--- src/rtl/gate_chk_timer.sv ---
// Settle-time down-counter: load arms it, en counts down, expire flags the last settle cycle.
module gate_chk_timer #(
    parameter int unsigned SETTLE_CYCLES = 2
) (
    input  logic clk,
    input  logic rst_n,
    input  logic load,
    input  logic en,
    output logic expire
);

    logic [3:0] count;

    always_ff @(posedge clk or negedge rst_n) begin
        if (!rst_n) begin
            count <= '0;
        end else if (load) begin
            count <= 4'(SETTLE_CYCLES - 1);
        end else if (en && (count != '0)) begin
            count <= count - 4'd1;
        end
    end

    assign expire = (count == '0);

endmodule

--- config.mk ---
export PLATFORM = sky130hd
export DESIGN_NAME = gate_chk_timer
export DESIGN_NICKNAME = d
export VERILOG_FILES = /design/src/rtl/gate_chk_timer.sv
export SDC_FILE = /design/constraint.sdc
export NUM_CORES = 1
export LEC_CHECK = 0
export BUFFER_PORTS_ARGS = -buffer_cell sky130_fd_sc_hd__buf_2
export CAP_MARGIN = 20
export CORE_AREA = 5 5 42 44
export DETAILED_ROUTE_END_ITERATION = 6
export DIE_AREA = 0 0 47 49
export PLACE_DENSITY = 0.46
export SLEW_MARGIN = 40
export SYNTH_ARGS = -nofsm -noshare
export SYNTH_HDL_FRONTEND = slang
export SYNTH_SLANG_ARGS = --single-unit
--- constraint.sdc ---
create_clock -name clk -period 1.7 [get_ports clk]
set_input_delay 0.34 -clock clk [delete_from_list [all_inputs] [get_ports clk]]
set_output_delay 0.34 -clock clk [all_outputs]
set_load 0.02 [all_outputs]
==> qor_table.md <==
| Quantity | Value | Unit |
|:---|:---|:---|
| Congestion Overflow GR | 0 | - |
| Detailed-route wire length per cell | 9.94 | um |
| Number of standard cells after synthesis | 24 | - |
| CTS tree | done | - |
| Number of placement rows | 14 | - |
| Delay of the slowest cell on the worst path | 0.38 | ns |
| Maximum clock path buffer count | 2 | - |
| Core box area | 0.00140 | mm^2 |
| Mean number of vias per cell | 3.90 | - |
| Cells along the critical path | inv_1 > ha_1 > nor3b_4 > buf_4 | - |
| Number of global-route vias before repair | 206 | - |
| Layout Nets | 42 | - |
| Buffer type at the clock tree root | sky130_fd_sc_hd__clkbuf_4 | - |
| CP max FO | 3 | - |
| Run status | finished clean | - |
| Highest clock frequency the design can meet | 629 | MHz |
| Setup repair after global routing missed its margin | no | - |
| Ant. Diodes | 0 | - |
| Distinct cells, synth | 14 | - |
| Number of search-and-repair iterations in the first detailed-routing pass | 3 | - |
| Fillers | 153 | - |
| Total routing usage reported by global routing | 5.30 | % |
| Critical path class | reg -> out | - |
| Leakage power total | 0.000164 | uW |
| Register area | 100 | um^2 |
| Routed wire length | 497 | um |
| Worst Setup End Kind | output port | - |
| Inserted Clock Buffers | 3 | - |
| Effective utilization at floorplan | 17.6 | % |
| Worst Hold Launch | load | - |
| Worst Path Arrival | 1.25 | ns |
| Die height | 49 | um |
| Maximum level of the CTS H-tree | 1 | - |
| Largest registers in the final layout | count (4) | - |
| Crit. Startpoint | count[0] | - |
| Die outline area | 0.00230 | mm^2 |
| Class of the tightest hold or removal check | in -> reg | - |
| Antenna violations before repair | 0 | - |
| Post-route DRC | 0 | - |
| Share of the synthesized area in the top cell type | 40.6 | % |
| Worst Path Required | 1.36 | ns |
| DIE WIDTH | 47 | um |
| Fraction of layout cells with a size suffix above 1 | 41.2 | % |
| Synthesized netlist net count | 30 | - |
| Synthesis warning total | 0 | - |
| Clock Skews | 0.00156 | ns |
| Last weighted congestion value of the routability-driven placer | 0.813 | - |
| Number of flip-flops under the largest register name | 4 | - |
| Area grow syn2layout | 39.1 | % |
| Number of port buffers | 4 | - |
| Total power consumption of the routed design | 326 | uW |
| Flops & latches, synth | 4 | - |
| Most flop-heavy register | count | - |
| Post-Synthesis Cell Area | 246 | um^2 |
| Pwr/cell area | 950 | mW/mm^2 |
| Wire length of the first global-routing pass | 807 | um |
| Setup total negative slack | 0 | ns |
| Max capacitance violation total | 0 | - |
| IO Count | 5 | - |
| Count of endpoints failing setup in the final report | 0 | - |
| Startpoint of the most critical register-to-register path | count[0] | - |
| Maximum number of pins on one net before global-route repair | 8 | - |
| Routed Antenna Nets | 0 | - |
| Sequential share of the synthesized area | 40.6 | % |
| Headroom to the max-slew limit | 85.5 | % |
| Nature of the critical path startpoint | flop | - |
| First DRT Iteration DRCs | 5 | - |
| Final hold vios | 0 | - |
| Peak supply drop | 408 | uV |
| Number of clock sinks | 4 | - |
| Dominant cells by area after synthesis | sky130_fd_sc_hd__dfrtp_1 41%, sky130_fd_sc_hd__ha_1 10%, sky130_fd_sc_hd__nor2_1 6.1% | - |
| Synthesized area per cell | 10.3 | um^2 |
| Total via count in the routed design | 195 | - |
| Max Transition Viols Final | 0 | - |
| Final min period | 1.59 | ns |
| Crit-path slowest cell | sky130_fd_sc_hd__dfrtp_1 | - |
| Cell accounting for the most synthesized area | sky130_fd_sc_hd__dfrtp_1 | - |
| Clock transition time at the flip-flop clock pins of the worst setup and hold paths | 0.04 | ns |
| Transition time at the pin with the least slew margin | 0.217 | ns |
| Clk_lat worst skew | 0.23 | ns |
| Portion of the clock cycle consumed by the worst path in the final layout | 93.6 | % |
| Footprint of the multi-input gates | 141 | um^2 |
per-layer routing:
layer  part of all wire (%)  up-vias  global-route usage, %
met5                      0        -                      0
met4                      0        0                   2.76
met3                     11        0                   5.54
met2                     39        8                   6.11
met1                     49       84                   5.99
li1                       -      103                      -
cell families after synthesis:
family	count (synthesis)	share of synthesized area [%]
muxes	2	8.63
AOI/OAI and AO/OA	2	5.58
and+or+nand+nor	11	30.5
DFF	4	40.6
adders and majority gates	2	10.2
buffers and inverters	3	4.57
through the flow:
| step | instance area, um^2 | utilization [%] | hold WS, ns | instances | worst slack (ns) |
|---|---|---|---|---|---|
| floorplan | 246 | - | 0.0444 | 24 | 0.141 |
| global placement | 287 | 20.4 | 0.155 | 44 | 0.211 |
| detailed placement | 287 | 20.4 | 0.150 | 44 | 0.232 |
| CTS | 325 | 23.2 | 0.360 | 48 | 0.0298 |
| global route | 343 | 24.5 | 0.371 | 50 | 0.00826 |
| finish | 343 | 24.5 | 0.361 | 50 | 0.110 |
Yosys cell counts:
library cell	instances
sky130_fd_sc_hd__a21oi_1	1
sky130_fd_sc_hd__a31o_1	1
sky130_fd_sc_hd__dfrtp_1	4
sky130_fd_sc_hd__ha_1	2
sky130_fd_sc_hd__inv_1	3
sky130_fd_sc_hd__mux2_2	1
sky130_fd_sc_hd__mux2i_1	1
sky130_fd_sc_hd__nand2_1	2
sky130_fd_sc_hd__nor2_1	4
sky130_fd_sc_hd__nor2b_1	1
sky130_fd_sc_hd__nor3b_2	1
sky130_fd_sc_hd__nor4_2	1
sky130_fd_sc_hd__or3_2	1
sky130_fd_sc_hd__or4b_4	1
final timing paths:
| kind | end | slack, ns | depth (start not counted) |
|---|---|---|---|
| worst max register to register | count[1] | 0.12 | 6 |
| worst min-delay path | count[2] | 0.36 | 2 |
| worst max-delay path | expire | 0.11 | 4 |
| min in group asynchronous | count[3] | 0.45 | 2 |
| worst min register to register | count[0] | 0.58 | 2 |
| max in group asynchronous | count[0] | 1.13 | 2 |
final cells by class:
cell class,instances,area share [%]
multi-input combinational,17,41.2
sequential,4,29.2
timing repair buffer,7,13.9
clock buffer,3,6.57
tap,16,5.84
inverter,3,3.28
timing repair:
action	in CTS	in global routing
gates resized for setup	1	1
hold buffers	1	0
buffers inserted	0	2
hold endpoints to repair	4	0
setup endpoints to repair	1	1
pin swaps	0	0
worst max-delay path, delay by kind of cell (launching register included):
| kind | cells | cell delay [ns] |
|---|---|---|
| fa+ha+maj | 1 | 0.15 |
| buf+inv | 2 | 0.28 |
| flops | 1 | 0.38 |
| simple gates | 1 | 0.21 |
cells in the final DEF (no fill, tap or decap), drive strengths merged:
| cell | instances |
|---|---|
| buf | 6 |
| nor2 | 4 |
| dfrtp | 4 |
| inv | 3 |
| clkbuf | 3 |
| nand2 | 2 |
| ha | 2 |
| nor3b | 1 |
| or4b | 1 |
| nor4 | 1 |
| a31o | 1 |
| or3 | 1 |
| a21oi | 1 |
| nor2b | 1 |
| mux2 | 1 |
| mux2i | 1 |
| dlygate4sd3 | 1 |
power by group:
part,internal (uW),leakage [uW],switching [uW]
Sequential,107,0.0000512,11.4
Clock,78.8,0.0000138,37.1
Combinational,49.5,0.0000989,41.9
Power figures use the tool's default switching activity.
